File: src/rtl/updown_counter_pkg.sv
// Shared encodings for the up/down position counter.
package updown_counter_pkg;
    localparam logic DIR_UP   = 1'b0;
    localparam logic DIR_DOWN = 1'b1;
endpackage

File: src/rtl/updown_counter_if.sv
// Control and count bundle between a counter user and the counter.
interface updown_counter_if #(
    parameter int bits = 4
);
    logic            en;
    logic            dir;
    logic            ld;
    logic [bits-1:0] in;
    logic [bits-1:0] out;
    logic            ovf;

    modport master (
        output en, dir, ld, in,
        input  out, ovf
    );

    modport slave (
        input  en, dir, ld, in,
        output out, ovf
    );
endinterface

File: src/rtl/updown_counter.sv
// Up/down counter over 0..maxvalue with preset, clear and wrap pulse.
module updown_counter
    import updown_counter_pkg::*;
#(
    parameter int bits     = 4,
    parameter int maxvalue = 15
) (
    input logic            c,
    input logic            clr,
    updown_counter_if.slave bus
);
    localparam logic [bits-1:0] max_cnt = bits'(maxvalue);
    localparam logic [bits-1:0] one     = bits'(1);

    if (maxvalue < 0 ||
        longint'(maxvalue) > (longint'(1) << bits) - 1) begin : g_bad_range
        $error("updown_counter: maxvalue does not fit in bits");
    end

    logic [bits-1:0] cnt_next;
    logic            wrap;

    // Loaded values above maxvalue wrap to 0 going up, count normally going down.
    always_comb begin
        cnt_next = bus.out;
        wrap     = 1'b0;
        if (bus.ld) begin
            cnt_next = bus.in;
        end else if (bus.en) begin
            if (bus.dir == DIR_UP) begin
                if (bus.out >= max_cnt) begin
                    cnt_next = '0;
                    wrap     = 1'b1;
                end else begin
                    cnt_next = bus.out + one;
                end
            end else begin
                if (bus.out == '0) begin
                    cnt_next = max_cnt;
                    wrap     = 1'b1;
                end else begin
                    cnt_next = bus.out - one;
                end
            end
        end
    end

    always_ff @(posedge c) begin
        if (clr) begin
            bus.out <= '0;
            bus.ovf <= 1'b0;
        end else begin
            bus.out <= cnt_next;
            bus.ovf <= wrap;
        end
    end
endmodule

File: src/flat_wrapper.sv
// flat-port wrapper written by rule: the top's interface ports become plain ports
module updown_counter_flat import updown_counter_pkg::*;
#(
    parameter int bits     = 4,
    parameter int maxvalue = 15
)
  (c, clr, bus_en, bus_dir, bus_ld, bus_in, bus_out, bus_ovf);
  updown_counter_if #(.bits(bits)) bus_i ();
  input logic c;
  input logic clr;
  input wire logic [$bits(bus_i.en)-1:0] bus_en;
  input wire logic [$bits(bus_i.dir)-1:0] bus_dir;
  input wire logic [$bits(bus_i.ld)-1:0] bus_ld;
  input wire logic [$bits(bus_i.in)-1:0] bus_in;
  output wire logic [$bits(bus_i.out)-1:0] bus_out;
  output wire logic [$bits(bus_i.ovf)-1:0] bus_ovf;
  assign bus_i.en = bus_en;
  assign bus_i.dir = bus_dir;
  assign bus_i.ld = bus_ld;
  assign bus_i.in = bus_in;
  assign bus_out = bus_i.out;
  assign bus_ovf = bus_i.ovf;
  updown_counter #(.bits(bits), .maxvalue(maxvalue)) u_core (.c(c), .clr(clr), .bus(bus_i));
endmodule
File: config.mk
export PLATFORM = sky130hd
export DESIGN_NAME = updown_counter_flat
export DESIGN_NICKNAME = d
export VERILOG_FILES = /design/src/rtl/updown_counter_pkg.sv /design/src/rtl/updown_counter_if.sv /design/src/rtl/updown_counter.sv /design/src/flat_wrapper.sv
export SDC_FILE = /design/constraint.sdc
export NUM_CORES = 1
export LEC_CHECK = 0
export CAP_MARGIN = 20
export CORE_AREA = 2 2 39 41
export CTS_CLUSTER_SIZE = 30
export DETAILED_ROUTE_END_ITERATION = 12
export DIE_AREA = 0 0 41 43
export GPL_TIMING_DRIVEN = 0
export PLACE_DENSITY_LB_ADDON = 0.2
export SYNTH_ARGS = -nofsm -noshare
export SYNTH_HDL_FRONTEND = slang
export SYNTH_SLANG_ARGS = --single-unit
File: constraint.sdc
create_clock -name c -period 1.9 [get_ports c]
set_input_delay 0.285 -clock c [delete_from_list [all_inputs] [get_ports c]]
set_output_delay 0.285 -clock c [all_outputs]
set_load 0.02 [all_outputs]
==> flow_metrics.env, run 1 <==
export IMPL_outcome="finished clean"
export IMPL_numCtsBuffers=3
export IMPL_worstHoldStart="bus_ld"
export IMPL_worst_path_max_fanout=9
export IMPL_worst_slack_ns=0.2271
export IMPL_r2r_cells=6
export IMPL_finalSetupTns_ns=0
export IMPL_whs_path_depth=3
export IMPL_synth_top_family_by_area="simple AND/OR/NAND/NOR gates"
export IMPL_finalPower_mw=0.3391
export IMPL_leakage_nw=0.2012
export IMPL_dp_hpwl_um=624.4
export IMPL_cts_root_buf="clkbuf_4"
export IMPL_nets=76
export IMPL_relSlewSlack_pct=80.86
export IMPL_setup_violations=0
export IMPL_critPathLaunchType="flip-flop"
export IMPL_post_place_ws_ns=0.2179
export IMPL_synth_seq_area_share_pct=28.37
export IMPL_timing_rr_start="u_core.bus.out[0]"
export IMPL_routed_wl_um=811
export IMPL_worst_path_largest_cell_delay_ns=0.67
export IMPL_tightest_slew_ns=0.2867
export IMPL_gp_congestion=0.7488
export IMPL_cts_hold_buffers=0
export IMPL_combPwrFrac_pct=26.6
export IMPL_antenna_found_initial=0
export IMPL_synth_top_area_cell="dfxtp_1"
export IMPL_switching_share_pct=28.90
export IMPL_synth_area_leaders="dfxtp_1 28%, a21oi_1 9.9%, nor2_1 7.4%, ha_1 7.1%, o21ai_0 5.7%"
export IMPL_cellPowerDensity_nw_per_um2=653.1
export IMPL_yosys_warnings=0
export IMPL_syn_nets=59
export IMPL_hold_viol=0
export IMPL_crit_chain="clkdlybuf4s50_1"
export IMPL_ctsResizeCount=0
export IMPL_grt_total_usage_pct=10.75
export IMPL_min_period_over_period_pct=88.05
export IMPL_synth_top_area_share_pct=28.37
export IMPL_vias=390
export IMPL_holdPathEnd="u_core.bus.out[0]"
export IMPL_synth_cell_types=22
export IMPL_grt_pass1_wl_um=1276
export IMPL_syn_to_final_growth_pct=47.16
export IMPL_die_x_um=41
export IMPL_intPower_mw=0.2411
export IMPL_routedWlPerCell_um=10.14
export IMPL_min_period_ns=1.673
export IMPL_synth_fa_ha_area_share_pct=7.092
export IMPL_grt_pass1_vias=295
export IMPL_syn_cell_area_sq_um=352.8
export IMPL_path_class="reg -> out"
export IMPL_die_area_sq_um=1763
export IMPL_postLayoutCoreUtil_pct=37.52
export IMPL_slowest_stage="clkdlybuf4s50_1"
export IMPL_synthMuxAreaShare_pct=3.191
export IMPL_insertion_delay_ns=0.24
export IMPL_critPathTopFamily="buffers and inverters"
export IMPL_crit_buf_inv=1
export IMPL_reg2reg_setup_slack_ns=0.39
export IMPL_netlist_instances=48
export IMPL_reg2reg_to="u_core.bus.out[2]"
export IMPL_end_kind="output port"
export IMPL_hold_slack_ns=0.3582
export IMPL_drc=0
export IMPL_pin_count=14
export IMPL_clock_skew_ns=0.004658
export IMPL_viasPerCell=4.875
export IMPL_ir_drop_uv=328.5
export IMPL_cts_tree="built"
export IMPL_cp_required_ns=1.62
export IMPL_antenna_cells=0
export IMPL_core_sq_um=1384
export IMPL_drtAntennaViolNets=0
export IMPL_hold_path_class="in -> reg"
export IMPL_grt_max_degree=10
export IMPL_htreeDepth=1
export IMPL_drt_pass1_iterations=3
export IMPL_p_sw_mw=0.09799
export IMPL_synth_compound_area_share_pct=24.11
export IMPL_clock_fmax_mhz=597.8
export IMPL_cp_arrival_ns=1.39
export IMPL_die_h_um=43
export IMPL_initial_core_util_pct=25.50
export IMPL_rsz0062_at_grt="false"
export IMPL_io_buffer_count=12
export IMPL_clock_sinks=5
export IMPL_synth_area_per_cell_sq_um=7.351
export IMPL_yosys_area_share_simple_pct=26.60
export IMPL_grt_overflow=0
export IMPL_drtIter0Drc=4
export IMPL_pwr_share_clk_pct=36.4
export IMPL_maxCapViolations=0
export IMPL_num_rows=14
export IMPL_seqPwrFrac_pct=37.0
export IMPL_clk_path_buf_depth=2
export IMPL_synth_xor_area_share_pct=4.965
export IMPL_postCtsSetupBuffers=0
export IMPL_drive_gt1_share_pct=7.813
export IMPL_ys_seq_elements=5
export IMPL_clkTransAtPathRegs_ns=0.04
export IMPL_drv_slew=0
kinds of logic (layout without fill, tap and decap cells):
family	after synthesis	in the layout
AND/OR/NAND/NOR	18	18
adder cells (fa/ha/maj)	2	2
flip-flops	5	5
AO/OA/AOI/OAI	15	15
multiplexers	1	1
XOR/XNOR	2	2
buffers and inverters	5	21
state kept, by name, summed over array words and instances (netlist names):
name	cells
u_core.bus.ovf	1
u_core.bus.out	4
cells in the mapped netlist:
master	n
a21oi_1	7
nor2_1	7
dfxtp_1	5
inv_1	4
o21ai_0	4
ha_1	2
nand2_1	2
nand4_1	2
xnor2_1	2
a211o_1	1
a211oi_1	1
a31oi_1	1
and2b_1	1
and3b_1	1
buf_2	1
mux2_2	1
nand2b_1	1
nand3_1	1
nand3b_1	1
nor3_1	1
nor3b_1	1
o21a_1	1
metrics by stage:
step	instance area (sq um)	cells
2_1_floorplan	352.8	48
3_3_place_gp	493.0	76
3_5_place_dp	493.0	76
4_1_cts	519.2	80
5_1_grt	519.2	80
6_report	519.2	80
layout by cell type (no fill, tap or decap), drive strengths merged:
cell / count
nand3b: 1
nand4: 2
nor2: 7
clkdlybuf4s50: 12
nand2: 2
o21ai: 4
ha: 2
a21oi: 7
and2b: 1
a211oi: 1
inv: 4
mux2: 1
nand2b: 1
xnor2: 2
a31oi: 1
and3b: 1
nand3: 1
dfxtp: 5
a211o: 1
nor3: 1
clkbuf: 4
buf: 1
o21a: 1
nor3b: 1
cell type report:
| type | count | area (sq um) |
|---|---|---|
| clock buffer | 4 | 26.28 |
| timing repair buffer | 12 | 120.1 |
| fill | 153 | 864.6 |
| inverter | 4 | 15.01 |
| multi-input combinational | 38 | 232.7 |
| buffer | 1 | 5.005 |
| sequential | 5 | 100.1 |
| tap | 16 | 20.02 |
power by group through the flow:
stage / registers, mW / logic (mW) / clock network (mW)
2_1_floorplan: 0.133 / 0.0437 / 0
3_3_place_gp: 0.128 / 0.0909 / 0
3_5_place_dp: 0.128 / 0.0909 / 0
4_1_cts: 0.126 / 0.0913 / 0.129
5_1_grt: 0.127 / 0.0994 / 0.133
6_report: 0.126 / 0.0901 / 0.123
routing by layer:
| layer | vias up | routed length [um] | global-route usage, % |
|---|---|---|---|
| met1 | 179 | 358 | 13.55 |
| met2 | 8 | 400 | 15.63 |
| met5 | - | 0 | 0 |
| met4 | 0 | 0 | 0 |
| li1 | 203 | - | - |
| met3 | 0 | 52 | 7.853 |
worst max path at each step:
stage / cells past startpoint / end / start / slack [ns]
floorplan: 6 / u_core.bus.out[2] / u_core.bus.out[0] / 0.39
global placement: 5 / u_core.bus.out[2] / bus_dir / 0.23
detailed placement: 5 / u_core.bus.out[2] / bus_dir / 0.22
CTS: 1 / bus_out[0] / u_core.bus.out[0] / 0.21
global route: 1 / bus_out[0] / u_core.bus.out[0] / 0.18
finish: 1 / bus_out[0] / u_core.bus.out[0] / 0.23
No activity file was read; power rests on OpenSTA's default activity.
==> run 2: changes to the inputs <==
Settings changed: SKIP_CTS_REPAIR_TIMING set to 1.
==> results of run 2 <==
The final DEF is identical to that of run 1; final timing and power are the same.
